<file path="src/rtl/spi_pkg.sv">
// Shared SPI definitions: burst-sequencer states, CPOL/CPHA mode encodings
// and default field widths used across the SPI master, clock generator and
// shift register.
package spi_pkg;

  // LEAD is only entered when SPI_SCLK_GAP_EN is defined.
  typedef enum logic [1:0] {
    StIdle,
    StLead,
    StRun,
    StTail
  } spi_state_e;

  // Mode encodings as {cpol, cpha}.
  localparam logic [1:0] Mode0 = 2'b00;
  localparam logic [1:0] Mode1 = 2'b01;
  localparam logic [1:0] Mode2 = 2'b10;
  localparam logic [1:0] Mode3 = 2'b11;

  localparam int unsigned DefHalfW = 8;
  localparam int unsigned DefBitsW = 6;

  // Odd (leading) edges sample when cpha=0; even (trailing) edges sample when cpha=1.
  function automatic logic is_sample_edge(logic cpha, logic leading);
    return leading ^ cpha;
  endfunction

endpackage

</file>
<file path="src/rtl/spi_half_tick.sv">
// Half-period counter for the SPI clock generator. Held at zero while
// disabled, counts 0..half_i-1 while enabled and flags the wrap cycle.
// half_i must be non-zero.
module spi_half_tick #(
  parameter int unsigned Width = 8
) (
  input  logic             clk_i,
  input  logic             rst_ni,
  input  logic             en_i,
  input  logic [Width-1:0] half_i,
  output logic             tick_o
);

  logic [Width-1:0] cnt_q, cnt_d;

  assign tick_o = en_i && (cnt_q == (half_i - Width'(1)));

  // Restart from zero when disabled or on wrap.
  always_comb begin
    cnt_d = cnt_q + Width'(1);
    if (!en_i || tick_o) begin
      cnt_d = '0;
    end
  end

  // Counter register.
  always_ff @(posedge clk_i or negedge rst_ni) begin
    if (!rst_ni) begin
      cnt_q <= '0;
    end else begin
      cnt_q <= cnt_d;
    end
  end

endmodule

</file>
<file path="src/rtl/spi_sclk_gen.sv">
// SPI serial-clock generator: emits a gated SCLK burst of nbits bits in any
// CPOL/CPHA mode with a runtime half-period, plus cs_n, shift/sample strobes
// and a done pulse. All outputs are registered.
// Optional macro SPI_SCLK_GAP_EN adds an H-cycle LEAD state before the first
// edge and stretches TAIL to 2H cycles.
module spi_sclk_gen
  import spi_pkg::*;
#(
  parameter int unsigned HALF_W = DefHalfW,
  parameter int unsigned BITS_W = DefBitsW
) (
  input  logic              clk,
  input  logic              rst_n,
  input  logic              start,
  input  logic              abort,
  input  logic              cpol,
  input  logic              cpha,
  input  logic [HALF_W-1:0] half_div,
  input  logic [BITS_W-1:0] nbits,
  output logic              busy,
  output logic              cs_n,
  output logic              sclk,
  output logic              shift_stb,
  output logic              sample_stb,
  output logic              done
);

  spi_state_e        state_q, state_d;
  logic              cpol_q, cpol_d;
  logic              cpha_q, cpha_d;
  logic [HALF_W-1:0] half_q, half_d;
  logic [BITS_W-1:0] nbits_q, nbits_d;
  logic [BITS_W:0]   edge_q, edge_d;
  logic              sclk_q, sclk_d;
  logic              cs_n_q, cs_n_d;
  logic              busy_q, busy_d;
  logic              shift_q, shift_d;
  logic              sample_q, sample_d;
  logic              done_q, done_d;
  // A zero-length burst still owes a done pulse on the following cycle.
  logic              zero_q, zero_d;
`ifdef SPI_SCLK_GAP_EN
  // Set once the first of the two TAIL half periods has elapsed.
  logic              tail2_q, tail2_d;
`endif

  logic            tick;
  logic            running;
  logic [BITS_W:0] last_edge;

  assign running   = (state_q != StIdle);
  assign last_edge = {nbits_q, 1'b0};

  spi_half_tick #(
    .Width (HALF_W)
  ) u_half_tick (
    .clk_i  (clk),
    .rst_ni (rst_n),
    .en_i   (running),
    .half_i (half_q),
    .tick_o (tick)
  );

  // Next-state and registered-output logic for the burst sequencer.
  always_comb begin
    state_d  = state_q;
    cpol_d   = cpol_q;
    cpha_d   = cpha_q;
    half_d   = half_q;
    nbits_d  = nbits_q;
    edge_d   = edge_q;
    sclk_d   = sclk_q;
    cs_n_d   = cs_n_q;
    busy_d   = busy_q;
    shift_d  = 1'b0;
    sample_d = 1'b0;
    done_d   = 1'b0;
    zero_d   = 1'b0;
`ifdef SPI_SCLK_GAP_EN
    tail2_d  = tail2_q;
`endif

    case (state_q)
      StIdle: begin
        sclk_d = cpol;
        cs_n_d = 1'b1;
        busy_d = 1'b0;
        done_d = zero_q;
        if (start && !abort) begin
          cpol_d  = cpol;
          cpha_d  = cpha;
          half_d  = (half_div == '0) ? HALF_W'(1) : half_div;
          nbits_d = nbits;
          edge_d  = '0;
          if (nbits != '0) begin
            cs_n_d  = 1'b0;
            busy_d  = 1'b1;
`ifdef SPI_SCLK_GAP_EN
            state_d = StLead;
`else
            state_d = StRun;
`endif
          end else begin
            zero_d = 1'b1;
          end
        end
      end

`ifdef SPI_SCLK_GAP_EN
      StLead: begin
        if (tick) begin
          state_d = StRun;
        end
      end
`endif

      StRun: begin
        if (tick) begin
          edge_d = edge_q + (BITS_W+1)'(1);
          sclk_d = ~sclk_q;
          if (is_sample_edge(cpha_q, edge_d[0])) begin
            sample_d = 1'b1;
          end else begin
            shift_d = 1'b1;
          end
          if (edge_d == last_edge) begin
            state_d = StTail;
`ifdef SPI_SCLK_GAP_EN
            tail2_d = 1'b0;
`endif
          end
        end
      end

      StTail: begin
        if (tick) begin
`ifdef SPI_SCLK_GAP_EN
          if (!tail2_q) begin
            tail2_d = 1'b1;
          end else begin
            state_d = StIdle;
            cs_n_d  = 1'b1;
            busy_d  = 1'b0;
            done_d  = 1'b1;
          end
`else
          state_d = StIdle;
          cs_n_d  = 1'b1;
          busy_d  = 1'b0;
          done_d  = 1'b1;
`endif
        end
      end

      default: begin
        state_d = StIdle;
      end
    endcase

    // Abort overrides everything once a burst is under way.
    if (running && abort) begin
      state_d  = StIdle;
      sclk_d   = cpol_q;
      cs_n_d   = 1'b1;
      busy_d   = 1'b0;
      shift_d  = 1'b0;
      sample_d = 1'b0;
      done_d   = 1'b0;
    end
  end

  // State and output registers.
  always_ff @(posedge clk or negedge rst_n) begin
    if (!rst_n) begin
      state_q  <= StIdle;
      cpol_q   <= 1'b0;
      cpha_q   <= 1'b0;
      half_q   <= HALF_W'(1);
      nbits_q  <= '0;
      edge_q   <= '0;
      sclk_q   <= 1'b0;
      cs_n_q   <= 1'b1;
      busy_q   <= 1'b0;
      shift_q  <= 1'b0;
      sample_q <= 1'b0;
      done_q   <= 1'b0;
      zero_q   <= 1'b0;
`ifdef SPI_SCLK_GAP_EN
      tail2_q  <= 1'b0;
`endif
    end else begin
      state_q  <= state_d;
      cpol_q   <= cpol_d;
      cpha_q   <= cpha_d;
      half_q   <= half_d;
      nbits_q  <= nbits_d;
      edge_q   <= edge_d;
      sclk_q   <= sclk_d;
      cs_n_q   <= cs_n_d;
      busy_q   <= busy_d;
      shift_q  <= shift_d;
      sample_q <= sample_d;
      done_q   <= done_d;
      zero_q   <= zero_d;
`ifdef SPI_SCLK_GAP_EN
      tail2_q  <= tail2_d;
`endif
    end
  end

  assign busy       = busy_q;
  assign cs_n       = cs_n_q;
  assign sclk       = sclk_q;
  assign shift_stb  = shift_q;
  assign sample_stb = sample_q;
  assign done       = done_q;

endmodule
</file>
<file path="config.mk">
export PLATFORM = sky130hd
export DESIGN_NAME = spi_sclk_gen
export DESIGN_NICKNAME = d
export VERILOG_FILES = /design/src/rtl/spi_pkg.sv /design/src/rtl/spi_half_tick.sv /design/src/rtl/spi_sclk_gen.sv
export SDC_FILE = /design/constraint.sdc
export NUM_CORES = 1
export LEC_CHECK = 0
export BUFFER_PORTS_ARGS = -buffer_cell sky130_fd_sc_hd__clkbuf_2
export CAP_MARGIN = 20
export CORE_MARGIN = 1.5
export CORE_UTILIZATION = 58
export CTS_BUF_LIST = sky130_fd_sc_hd__clkbuf_16
export CTS_CLUSTER_SIZE = 14
export DETAILED_ROUTE_END_ITERATION = 10
export GPL_TIMING_DRIVEN = 0
export PLACE_DENSITY = 0.8
export SKIP_LAST_GASP = 1
export SLEW_MARGIN = 15
export SYNTH_ARGS = -nofsm -noshare
export SYNTH_HDL_FRONTEND = slang
export SYNTH_SLANG_ARGS = --single-unit
</file>
<file path="constraint.sdc">
create_clock -name clk -period 2.6 [get_ports clk]
set_input_delay 0.13 -clock clk [delete_from_list [all_inputs] [get_ports clk]]
set_output_delay 0.13 -clock clk [all_outputs]
set_load 0.01 [all_outputs]
</file>
# Word-level counts from Yosys, hierarchy flattened
# Cells that the tools add are included.
# totals
output_inout_bits,6
input_bits,20
reg_bits,40
# classes
n_bitwise,2
reduce_logical,18
n_addsub,3
n_eq_ne,11
mux,38
# op_table
operator,n
two-way mux 1 bit,22
two-way mux 8 bit,2
two-way mux 7 bit,2
one-hot mux 7 bit (2 select lines),1
two-way mux 2 bit,6
inequality test 3 bit (second input constant),3
adder 8 x 1 -> 8 bit (second input constant),1
== test 8 bit,1
zero test 8 bit,1
one-hot mux 1 bit (2 select lines),4
subtractor 8 x 1 -> 8 bit (second input constant),1
adder 7 x 1 -> 7 bit (second input constant),1
== test 7 bit,1
inequality test 3 x 2 -> 1 bit (second input constant),2
one-hot mux 2 bit (3 select lines),1
AND reduction 2 bit,3
nonzero test 3 bit,2
nonzero test 6 bit,1
AND reduction 5 bit,1
== test 2 bit (second input constant),2
nonzero test 2 bit,2
logical AND 1 bit,3
AND reduction 3 bit,1
zero test 1 bit,2
other kinds (6),6

# Longest topological paths before layout
# depth
depth_word,6
mapped_depth,9
mapped_depth_nobuf,8

# By module
# A second synthesis with hierarchy kept.
# hier_totals
hier_cells,230
hier_area_um2,2349.8
# modules_own_cells
module,cells_per_inst,seq_area_each_um2,instances,area_each_um2
spi_sclk_gen,153,803.3,1,1647.8
spi_half_tick,77,200.2,1,701.9

# Worst setup path after synthesis
# Ideal clock, no wire load.
# synth_timing
kind,register -> register
startpoint,reg half_q[0]
endpoint,reg edge_q[4]
required_time_ns,2.469
path_stages_with_launch,10
setup_slack_ns,0.259
arrival_ns,2.210
path_buffers,1
cell_sequence,dfstp_2 -> inv_1 -> ha_1 -> xor2_1 -> or3_1 -> a21oi_2 -> o211a_1 -> buf_4 -> a21oi_1 -> or3_1
# synth_between
elab_chain_cells,5
# synth_rtl
element,line,text
start: declaration,spi_sclk_gen.sv:31,"logic [HALF_W-1:0] half_q, half_d;"
start signal: assignment,spi_sclk_gen.sv:195,half_q <= half_d;
subtractor 8 x 1 -> 8 bit,spi_half_tick.sv:16,assign tick_o = en_i && (cnt_q == (half_i - Width'(1)));
== test 8 bit,spi_half_tick.sv:16,
logical AND 1 bit,spi_half_tick.sv:16,
inequality test 2 x 1 -> 1 bit (no line),-,
AND reduction 3 bit (no line),-,
end signal: assignment,spi_sclk_gen.sv:197,edge_q <= edge_d;
end: declaration,spi_sclk_gen.sv:33,"logic [BITS_W:0] edge_q, edge_d;"
# No other way between the ends.
# A chain may end at the register's enable or synchronous reset.

# Worst setup path in the final report
# Ends and elaborated chain as after synthesis.

==> impl_results.md <==
* Outcome: completed
* Max clock buf depth at 2
* Number of flops mapped to enable cells by yosys at 0
* Syn-to-layout area delta at 17.13%
* First-pass GRT wire length at 8728 um
* IO Port Bufs at 25
* YS warnings at 0
* Post-Syn Area at 0.002404 mm^2
* Pre-CTS setup slack at -108.2 ps
* Initial Util at 0.6009
* Register area share after synthesis at 0.4175
* Max Clk Rate at 405.6 MHz
* Final Total Pwr at 3.008 mW
* Busiest grt layer: met2
* Slew margin rel. at 0.5320
* Unique masters post-synth at 54
* Share of the synthesized area in the top cell type at 0.3956
* Grt total ovfl at 0
* Final hold vios at 0
* Leakage at 1.249 nW
* CTS buffer count at 5
* DP HPWL at 3761 um
* Hold slack at just under 70 ps
* Io pins at 26
* Switching Share at 0.3865
* Synth Area in XOR/XNOR at 0.09318
* Die Y at 67.38 um
* Int Pwr at ~1.8 mW
* CTS Root Cell: clkbuf_16
* H-tree Lvls at 2
* Clk sinks at 40
* Hold/Removal Path Class: input port to flop
* Iter 0 DRT Violations at 127
* Tcrit/Tclk final at 0.9483
* Setup WS post-layout at 134.3 ps
* Mux cell area share after synthesis at 0.08329
* Cell Rows at 23
* Vias/cell at 6.003
* Seq cells post-synth at 40
* Clock transition at path regs at ~60 ps
* Critical Path AT at 2630 ps
* Syn avg cell area at 9.891 um^2
* Met3 usage in global routing at 0.05667
* Largest cells by area after synthesis: dfrtp_1 (40%), mux2_2 (7.5%), xnor2_1 (5.5%)
* M2 GR Usage at 0.4480
* Simple-gate share of the synthesized area at 0.2108
* Core area at 0.004000 mm^2
* P_sw at 1.163 mW
* Syn nets at 269
* Post-synth ARST share at 1.000
* Vias in the first global route at ~1,900
* CTS tree: built
* Drt first pass iters at 4
* Layout cell share with drive strength beyond 1 at 0.2545
* Minimum clock period at 2466 ps
* Startpoint class of the critical path: flop
* Area leader, netlist: dfrtp_1
* Worst-margin pin slew at 694.7 ps
* Drt drc at 0
* Setup violators final at 0
* Adder-Cell Fraction of Synth Area at 0.03123
* Cells after Synth at between 200 and 250
* Clk_lat worst skew at 280 ps
* Seq pwr share at 0.354
* Layout fillers at 318
* Commonest cells after routing, fill and taps aside: dfrtp_1 (38), clkbuf_2 (25), nand2_1 (19)
* DR WL/cell at roughly 16 um
* Comb power frac at 0.414
* Die W at approximately 67 um
* Critical path required time at 2760 ps
* Final nets at 304
* Largest net degree at the start of global routing at 41
* Final non-filler cell area at about 0.0028 mm^2
* Synth Area in Compound Gates at 0.1281
* Placed standard-cell area at 0.002591 mm^2
* RSZ-0062 raised after global routing: no
* Total GRT Usage at 0.2584
* Final WL at 5381 um
* Pwr Density at 1068 mW/mm^2
* Worst setup EP type: flop
* Max FO, Critical Path at 10
* Largest family of logic cells by synthesized area: simple AND/OR/NAND/NOR gates
* Antenna viol nets, final at 0
* Clock power frac at 0.232
* Die area at roughly 0.0045 mm^2
* VDD IR max at 0.0004938 V
* Slew Limit Fails at 0
* Via count at 1,975
* Number of diodes at 0
* Final setup skew at 5.137 ps
* Max-Cap Viols at 0
* Routability-driven placement congestion ratio at 0.9067
* Commonest non-fill, non-tap cell in the layout: dfrtp_1
* Kind of critical path: flop to flop
* Routing usage on met1 at 0.3127
* Layout Utilization at 0.7038
* Initial antenna violation count at 0
* Ys flop type: dfrtp_1
sequential cells by signal, indices dropped and copies added (netlist names), 2 cells and up:
register and flops:
half_q 8, u_half_tick.cnt_q 8, edge_q 7, nbits_q 6, state_q 2
power by group through the flow:
stage | clock network (mW) | registers, mW | logic, mW
after floorplan | 0 | 1.01 | 0.950
after global placement | 0 | 1.06 | 1.16
after detailed placement | 0 | 1.07 | 1.20
after CTS | 0.704 | 1.06 | 1.22
after global routing | 0.731 | 1.10 | 1.37
final | 0.697 | 1.07 | 1.25
worst paths after layout:
| path | from | end | slack, ps | cells past startpoint |
|---|---|---|---|---|
| worst max-delay path | half_q[0]$_DFFE_PN1P_ | edge_q[4]$_DFFE_PN0P_ | 130 | 9 |
| worst min-delay path | nbits[0] | zero_q$_DFF_PN0_ | 70 | 2 |
| worst max register to register | half_q[0]$_DFFE_PN1P_ | edge_q[4]$_DFFE_PN0P_ | 130 | 9 |
| worst min register to register | half_q[7]$_DFFE_PN0P_ | half_q[7]$_DFFE_PN0P_ | 530 | 1 |
| max in group asynchronous | rst_n | half_q[0]$_DFFE_PN1P_ | 1770 | 3 |
| min in group asynchronous | rst_n | done$_DFF_PN0_ | 290 | 2 |
cells by family after synthesis:
| kind of cell | after synthesis |
|---|---|
| AOI/OAI and AO/OA | 43 |
| xor gates and xnor gates | 24 |
| adders and majority gates | 6 |
| buffers and inverters | 18 |
| DFF | 40 |
| muxes | 18 |
| and+or+nand+nor | 94 |
cells in the mapped netlist (3+ instances only):
cell      instances
o211ai_1          3
inv_1             9
nor2_1           18
xor2_1            8
mux2_2           16
nor4_1            6
clkbuf_1          3
and3_1            6
nor3_1           10
a31oi_1           7
nand2_1          19
o21ai_0           7
dfrtp_1          38
a21oi_1           6
nand3_1           9
xnor2_1          15
ha_1              6
nand4_1           5
nand2b_1          4
layout make-up:
class,instances,area [um^2],share of cell area
Inverter,10,37.54,0.01333
Clock buffer,5,125.1,0.04444
Clock inverter,3,42.54,0.01511
Sequential cell,40,1003,0.3564
Buffer,8,52.55,0.01867
Multi-Input combinational cell,185,1329,0.4720
Tap cell,50,62.56,0.02222
Timing Repair Buffer,28,162.7,0.05778
per-layer routing:
metal  vias up  wire length [um]
li1        952                 -
met1       960              2281
met2        55              2799
met3         8               216
met4         0                83
met5         -                 0
through the flow:
step / cells / TNS (ps)
floorplan: 243 / 0
global placement: 318 / 0
detailed placement: 318 / -108.2
CTS: 327 / 0
global route: 329 / 0
finish: 329 / 0
worst max-delay path, cell delays in order, from the launching register on:
cell and delay, ps:
dfstp_2 570, inv_1 80, ha_2 220, xor2_1 190, or3_1 340, a21oi_2 190
o211a_1 170, buf_6 140, a21oi_1 80, or3_1 360
what timing repair did:
| item | in CTS | in global routing |
|---|---|---|
| setup endpoints to repair | 2 | 6 |
| hold buffers | 0 | 1 |
| gates resized for setup | 0 | 5 |
| buffers inserted | 1 | 0 |
| pin swaps | 1 | 1 |
| hold endpoints to repair | 0 | 13 |
Note: power is estimated with default switching activity, not from simulation.
